$ cat src/rtl/rom_read_arbiter_if.sv
// AXI read-only requester bundle (AR + R channels) used on both arbiter slave ports.
// The master modport is the requester side; slave is the arbiter side.
interface rom_read_arbiter_if #(
    parameter int ID_W  = 8,
    parameter int LEN_W = 4
);
    logic [ID_W-1:0]  arid;
    logic [31:0]      araddr;
    logic [LEN_W-1:0] arlen;
    logic             arvalid;
    logic             arready;
    logic [ID_W-1:0]  rid;
    logic [31:0]      rdata;
    logic [1:0]       rresp;
    logic             rlast;
    logic             rvalid;
    logic             rready;

    modport master (
        output arid, araddr, arlen, arvalid, rready,
        input  arready, rid, rdata, rresp, rlast, rvalid
    );

    modport slave (
        input  arid, araddr, arlen, arvalid, rready,
        output arready, rid, rdata, rresp, rlast, rvalid
    );
endinterface

$ cat src/rtl/rom_read_arbiter.sv
// Burst-granular arbiter sharing one boot-ROM port between two AXI read requesters.
// Define ROM_ARB_FIXED_PRIO_EN for fixed s0 priority; default is round-robin.
module rom_read_arbiter #(
    parameter int ID_W  = 8,
    parameter int LEN_W = 4,
    parameter int AW    = 12
) (
    input  logic                 clk,
    input  logic                 resetn,
    rom_read_arbiter_if.slave    s0,
    rom_read_arbiter_if.slave    s1,
    input  logic [31:0]          DO,
    output logic                 CS,
    output logic                 OE,
    output logic [AW-1:0]        A
);

    typedef enum logic [1:0] {IDLE, FETCH, CAPT, RESP} state_t;

    state_t           r_state;
    state_t           w_state_nxt;
    logic [ID_W-1:0]  r_id;
    logic [AW-1:0]    r_addr;
    logic [LEN_W-1:0] r_len;
    logic [LEN_W-1:0] r_beat;
    logic [31:0]      r_rdata;
    logic             r_gnt;
    logic             w_pick;
    logic             w_any;
    logic             w_ar_hs;
    logic             w_rready;
    logic             w_r_hs;
    logic             w_rlast;
    logic             w_resp0;
    logic             w_resp1;

`ifdef ROM_ARB_FIXED_PRIO_EN
    // s1 only wins when s0 is idle.
    assign w_pick = ~s0.arvalid;
`else
    logic r_last_grant;

    always_comb begin
        w_pick = ~s0.arvalid;
        if (s0.arvalid && s1.arvalid) begin
            w_pick = ~r_last_grant;
        end
    end
`endif

    assign w_any    = s0.arvalid | s1.arvalid;
    assign w_ar_hs  = (r_state == IDLE) && w_any;
    assign w_rready = r_gnt ? s1.rready : s0.rready;
    assign w_r_hs   = (r_state == RESP) && w_rready;
    assign w_rlast  = (r_beat == r_len);

    always_ff @(posedge clk or negedge resetn) begin
        if (!resetn) begin
            r_state <= IDLE;
        end else begin
            r_state <= w_state_nxt;
        end
    end

    always_comb begin
        w_state_nxt = r_state;
        CS          = 1'b0;
        OE          = 1'b0;
        case (r_state)
            IDLE: begin
                if (w_any) begin
                    w_state_nxt = FETCH;
                end
            end
            FETCH: begin
                CS          = 1'b1;
                w_state_nxt = CAPT;
            end
            CAPT: begin
                OE          = 1'b1;
                w_state_nxt = RESP;
            end
            RESP: begin
                if (w_rready) begin
                    w_state_nxt = w_rlast ? IDLE : FETCH;
                end
            end
            default: w_state_nxt = IDLE;
        endcase
    end

    always_ff @(posedge clk or negedge resetn) begin
        if (!resetn) begin
            r_id    <= '0;
            r_addr  <= '0;
            r_len   <= '0;
            r_beat  <= '0;
            r_rdata <= '0;
            r_gnt   <= 1'b0;
        end else begin
            if (w_ar_hs) begin
                r_id   <= w_pick ? s1.arid : s0.arid;
                r_addr <= w_pick ? s1.araddr[AW+1:2] : s0.araddr[AW+1:2];
                r_len  <= w_pick ? s1.arlen : s0.arlen;
                r_gnt  <= w_pick;
                r_beat <= '0;
            end
            if (r_state == CAPT) begin
                r_rdata <= DO;
            end
            // Address wraps naturally at the top of the ROM.
            if (w_r_hs && !w_rlast) begin
                r_addr <= r_addr + 1'b1;
                r_beat <= r_beat + 1'b1;
            end
        end
    end

`ifndef ROM_ARB_FIXED_PRIO_EN
    always_ff @(posedge clk or negedge resetn) begin
        if (!resetn) begin
            r_last_grant <= 1'b1;
        end else if (w_ar_hs) begin
            r_last_grant <= w_pick;
        end
    end
`endif

    assign A = r_addr;

    assign s0.arready = w_ar_hs && !w_pick;
    assign s1.arready = w_ar_hs && w_pick;

    // The idle port's R payload is forced to zero so it never sees another requester's data.
    assign w_resp0 = (r_state == RESP) && !r_gnt;
    assign w_resp1 = (r_state == RESP) && r_gnt;

    assign s0.rvalid = w_resp0;
    assign s0.rid    = w_resp0 ? r_id : '0;
    assign s0.rdata  = w_resp0 ? r_rdata : '0;
    assign s0.rlast  = w_resp0 && w_rlast;
    assign s0.rresp  = 2'b00;

    assign s1.rvalid = w_resp1;
    assign s1.rid    = w_resp1 ? r_id : '0;
    assign s1.rdata  = w_resp1 ? r_rdata : '0;
    assign s1.rlast  = w_resp1 && w_rlast;
    assign s1.rresp  = 2'b00;

endmodule

$ cat src/flat_wrapper.sv
// flat-port wrapper written by rule: the top's interface ports become plain ports
module rom_read_arbiter_flat 
#(
    parameter int ID_W  = 8,
    parameter int LEN_W = 4,
    parameter int AW    = 12
)
  (clk, resetn, DO, CS, OE, A, s0_arid, s0_araddr, s0_arlen, s0_arvalid, s0_rready, s0_arready, s0_rid, s0_rdata, s0_rresp, s0_rlast, s0_rvalid, s1_arid, s1_araddr, s1_arlen, s1_arvalid, s1_rready, s1_arready, s1_rid, s1_rdata, s1_rresp, s1_rlast, s1_rvalid);
  rom_read_arbiter_if #(.ID_W(ID_W), .LEN_W(LEN_W)) s0_i ();
  rom_read_arbiter_if #(.ID_W(ID_W), .LEN_W(LEN_W)) s1_i ();
  input  logic clk;
  input  logic resetn;
  input  logic [31:0] DO;
  output logic CS;
  output logic OE;
  output logic [AW-1:0] A;
  input wire logic [$bits(s0_i.arid)-1:0] s0_arid;
  input wire logic [$bits(s0_i.araddr)-1:0] s0_araddr;
  input wire logic [$bits(s0_i.arlen)-1:0] s0_arlen;
  input wire logic [$bits(s0_i.arvalid)-1:0] s0_arvalid;
  input wire logic [$bits(s0_i.rready)-1:0] s0_rready;
  output wire logic [$bits(s0_i.arready)-1:0] s0_arready;
  output wire logic [$bits(s0_i.rid)-1:0] s0_rid;
  output wire logic [$bits(s0_i.rdata)-1:0] s0_rdata;
  output wire logic [$bits(s0_i.rresp)-1:0] s0_rresp;
  output wire logic [$bits(s0_i.rlast)-1:0] s0_rlast;
  output wire logic [$bits(s0_i.rvalid)-1:0] s0_rvalid;
  input wire logic [$bits(s1_i.arid)-1:0] s1_arid;
  input wire logic [$bits(s1_i.araddr)-1:0] s1_araddr;
  input wire logic [$bits(s1_i.arlen)-1:0] s1_arlen;
  input wire logic [$bits(s1_i.arvalid)-1:0] s1_arvalid;
  input wire logic [$bits(s1_i.rready)-1:0] s1_rready;
  output wire logic [$bits(s1_i.arready)-1:0] s1_arready;
  output wire logic [$bits(s1_i.rid)-1:0] s1_rid;
  output wire logic [$bits(s1_i.rdata)-1:0] s1_rdata;
  output wire logic [$bits(s1_i.rresp)-1:0] s1_rresp;
  output wire logic [$bits(s1_i.rlast)-1:0] s1_rlast;
  output wire logic [$bits(s1_i.rvalid)-1:0] s1_rvalid;
  assign s0_i.arid = s0_arid;
  assign s0_i.araddr = s0_araddr;
  assign s0_i.arlen = s0_arlen;
  assign s0_i.arvalid = s0_arvalid;
  assign s0_i.rready = s0_rready;
  assign s0_arready = s0_i.arready;
  assign s0_rid = s0_i.rid;
  assign s0_rdata = s0_i.rdata;
  assign s0_rresp = s0_i.rresp;
  assign s0_rlast = s0_i.rlast;
  assign s0_rvalid = s0_i.rvalid;
  assign s1_i.arid = s1_arid;
  assign s1_i.araddr = s1_araddr;
  assign s1_i.arlen = s1_arlen;
  assign s1_i.arvalid = s1_arvalid;
  assign s1_i.rready = s1_rready;
  assign s1_arready = s1_i.arready;
  assign s1_rid = s1_i.rid;
  assign s1_rdata = s1_i.rdata;
  assign s1_rresp = s1_i.rresp;
  assign s1_rlast = s1_i.rlast;
  assign s1_rvalid = s1_i.rvalid;
  rom_read_arbiter #(.ID_W(ID_W), .LEN_W(LEN_W), .AW(AW)) u_core (.clk(clk), .resetn(resetn), .s0(s0_i), .s1(s1_i), .DO(DO), .CS(CS), .OE(OE), .A(A));
endmodule
$ cat config.mk
export PLATFORM = sky130hd
export DESIGN_NAME = rom_read_arbiter_flat
export DESIGN_NICKNAME = d
export VERILOG_FILES = /design/src/rtl/rom_read_arbiter_if.sv /design/src/rtl/rom_read_arbiter.sv /design/src/flat_wrapper.sv
export SDC_FILE = /design/constraint.sdc
export NUM_CORES = 1
export LEC_CHECK = 0
export ABC_AREA = 1
export CAP_MARGIN = 10
export CORE_MARGIN = 3
export CORE_UTILIZATION = 41
export CTS_BUF_LIST = sky130_fd_sc_hd__clkbuf_16
export DETAILED_ROUTE_END_ITERATION = 8
export PLACE_DENSITY = 0.88
export SLEW_MARGIN = 20
export SYNTH_ARGS = -nofsm -noshare
export SYNTH_HDL_FRONTEND = slang
export SYNTH_SLANG_ARGS = --single-unit
$ cat constraint.sdc
create_clock -name clk -period 2.42 [get_ports clk]
set_clock_uncertainty 0.05 [all_clocks]
set_input_delay 0.242 -clock clk [delete_from_list [all_inputs] [get_ports clk]]
set_output_delay 0.242 -clock clk [all_outputs]
set_load 0.005 [all_outputs]
==> flow_summary.ini <==
[setup_path]
critical_path_arrival_ns = 2.00
critical_path_class = flop to output port
crit_fanout = 5
r2r_slack_ns = 0.41
crit_path_end_kind = output port
timing.rr.end = u_core.r_beat[2]
r2r_start = u_core.r_state[1]
start_kind = flop
worst-r2r-cell-count = 8
critical_path_required_ns = 2.13

[yosys]
synth_cells = 542
synthTopCellsByArea = dfrtp_1, nand2_1, nor2_1
synth_area_um2 = 3750
synth.top_cell.area_share_pct = 42.1
synth_area_per_cell_um2 = 6.91
ys_ff_latch = 64
yosysUniqueCellTypes = 27
ys_seq_area_share_pct = 42.8
synth_area_leader_cell = dfrtp_1
ys_warn_count = 0

[power_and_ir_drop]
p_sw_share_pct = 40.1
p_per_area_nw_per_um2 = 1080
switching_power_mw = 2.61
p_total_mw = 6.51
intPower_mw = 3.90
combPwrFrac_pct = 50.9
pwr-share-clk_pct = 19.7
ir_drop_uv = 506
leakage_nw = 2.88
share_seq_of_total_power_pct = 29.4

[worst_hold_path]
hp-class = primary input to async pin

[timing]
min_period_ns = 2.30
fmax_mhz = 435
slew_viol_final = 0
fin_crit_sh_pct = 94.9
timing.slew.headroom_pct = 65.8
finalSetupViolCount = 0
hold_viol_final = 0
grt_setup_unrepaired = true
whs_ns = 0.181
worst_pin_slew_ns = 0.513

[drt]
routed-wl-met2_mm = 5.77
drtPass1Iterations = 5
vias = 4070
drtIter0Drc = 138
finalWirelength_mm = 11.6
drc_errors = 0
wl_met3_mm = 1.11
drtAntennaViolNets = 0
vias_per_cell = 4.85
wl_met1_mm = 4.48
wl_per_cell_um = 13.8
route.top_layer_used = met4

[placement]
place_hpwl_mm = 8.80
gp_congestion = 0.842
numPortBuffers = 185

[die]
start_util_pct = 42.5
core-area_um2 = 8810
ios = 230
die_x_um = 102
die_h_um = 102
dieArea_um2 = 10300
floorplan.rows = 34

[final_layout]
num-nets-final = 859
final_common_cell = clkdlybuf4s50_1
regArea_um2 = 1600
area_growth_pct = 61.2
n_antenna_cell = 0
finish.utilization_pct = 68.6
layout-drive-gt1-share_pct = 6.29
fill_cells = 707
multi_input_area_um2 = 1730
layout_common_cells = clkdlybuf4s50_1, nand2_1, nor2_1

[cts]
cts.sinks = 64
cts_tree = done
clk_latency_ns = 0.32
h-tree-depth = 3
root_buffer = clkbuf_16
path_clk_slew_ns = 0.06
cts_buffers = 9
clk_path_buf_depth = 2

[run]
maxCapViolCount = 0

[grt]
grt_first_pass_wirelength_mm = 18.5
grt_util_all_layers_pct = 22.5
antenna_found_initial = 0
grt_pass1_vias = 4082
grt_max_degree = 65
overflow = 0

[status]
status = completed
[metal layers]
layer,up-vias,global-route usage [%]
met5,-,0
met4,0,6.75
li1,2011,-
met2,173,39.1
met1,1864,26.1
met3,22,7.92
[cell families after synthesis]
family / after synthesis / share of synthesized area [%]
adder cells (fa/ha/maj): 7 / 2.34
AND/OR/NAND/NOR: 293 / 31.5
XOR/XNOR: 7 / 1.64
other: 1 / 0.100
buffers and inverters: 105 / 11.7
AO/OA/AOI/OAI: 65 / 9.99
flip-flops: 64 / 42.8
[how the worst max path moves through the flow]
stage                      startpoint         end  slack [ns]  cells after the start
detailed placement  u_core.r_state[0]    s0_rlast        0.32                      7
global route        u_core.r_state[1]  s1_arready       -0.03                      7
global placement    u_core.r_state[0]   s0_rid[7]        0.34                      7
floorplan           u_core.r_state[0]  s1_arready        0.85                      7
finish              u_core.r_state[1]  s1_arready        0.12                      7
CTS                 u_core.r_state[0]    s0_rlast        0.01                      7
[through the flow]
stage                     setup WS [ns]  setup TNS [ns]  cells  cell area, µm²
final                             0.123               0    839            6040
after global routing            -0.0278         -0.0278    839            6040
after CTS                        0.0115               0    838            6000
after detailed placement          0.322               0    821            5690
after global placement            0.342               0    821            5690
after floorplan                   0.848               0    545            3760
[critical path, cell delays in order, from the launching register on]
cell,delay [ns]
dfrtp_1,0.42
inv_1,0.15
ha_1,0.21
inv_1,0.06
a21oi_2,0.12
nand2_1,0.11
inv_1,0.08
clkdlybuf4s50_1,0.53
[cells in the mapped netlist (all sizes together)]
library cell	n
a21oi	3
o22ai	2
ha	7
conb	1
inv	77
nand4	1
nor2	100
buf	12
dfstp	1
or2	1
o211ai	17
nand3	25
xnor2	2
dfrtp	63
clkbuf	16
xor2	5
nand2	166
o21ai	43
[layout make-up]
class / instances / share of cell area, %
clock buffer: 9 / 3.73
multi-input combinational: 376 / 28.7
tap: 108 / 2.24
inverter: 77 / 4.79
sequential: 64 / 26.5
timing repair buffer: 198 / 32.8
clock inverter: 7 / 1.18
[sequential cells by signal (all words and copies together) (netlist names)]
signal and flops:
u_core.A 12, u_core.r_rdata 32, u_core.r_gnt 1, u_core.r_len 4
u_core.r_beat 4, u_core.r_id 8, u_core.r_state 2, u_core.r_last_grant 1
[power by group through the flow]
stage / clock (mW) / sequential (mW) / combinational (mW)
after global routing: 1.35 / 1.97 / 3.74
after CTS: 1.30 / 1.91 / 3.33
after global placement: 0 / 1.90 / 3.17
after detailed placement: 0 / 1.92 / 3.30
after floorplan: 0 / 1.85 / 1.90
final: 1.28 / 1.91 / 3.32
[what timing repair did]
| item | 4_1_cts | 5_1_grt |
|---|---|---|
| endpoints found under the setup margin | 28 | 41 |
| endpoints found under the hold margin | 63 | 0 |
| pin swaps | 0 | 1 |
| hold buffers | 1 | 0 |
| setup buffers | 0 | 1 |
| resized for setup | 2 | 8 |
Note: power is estimated with default switching activity, not from simulation.
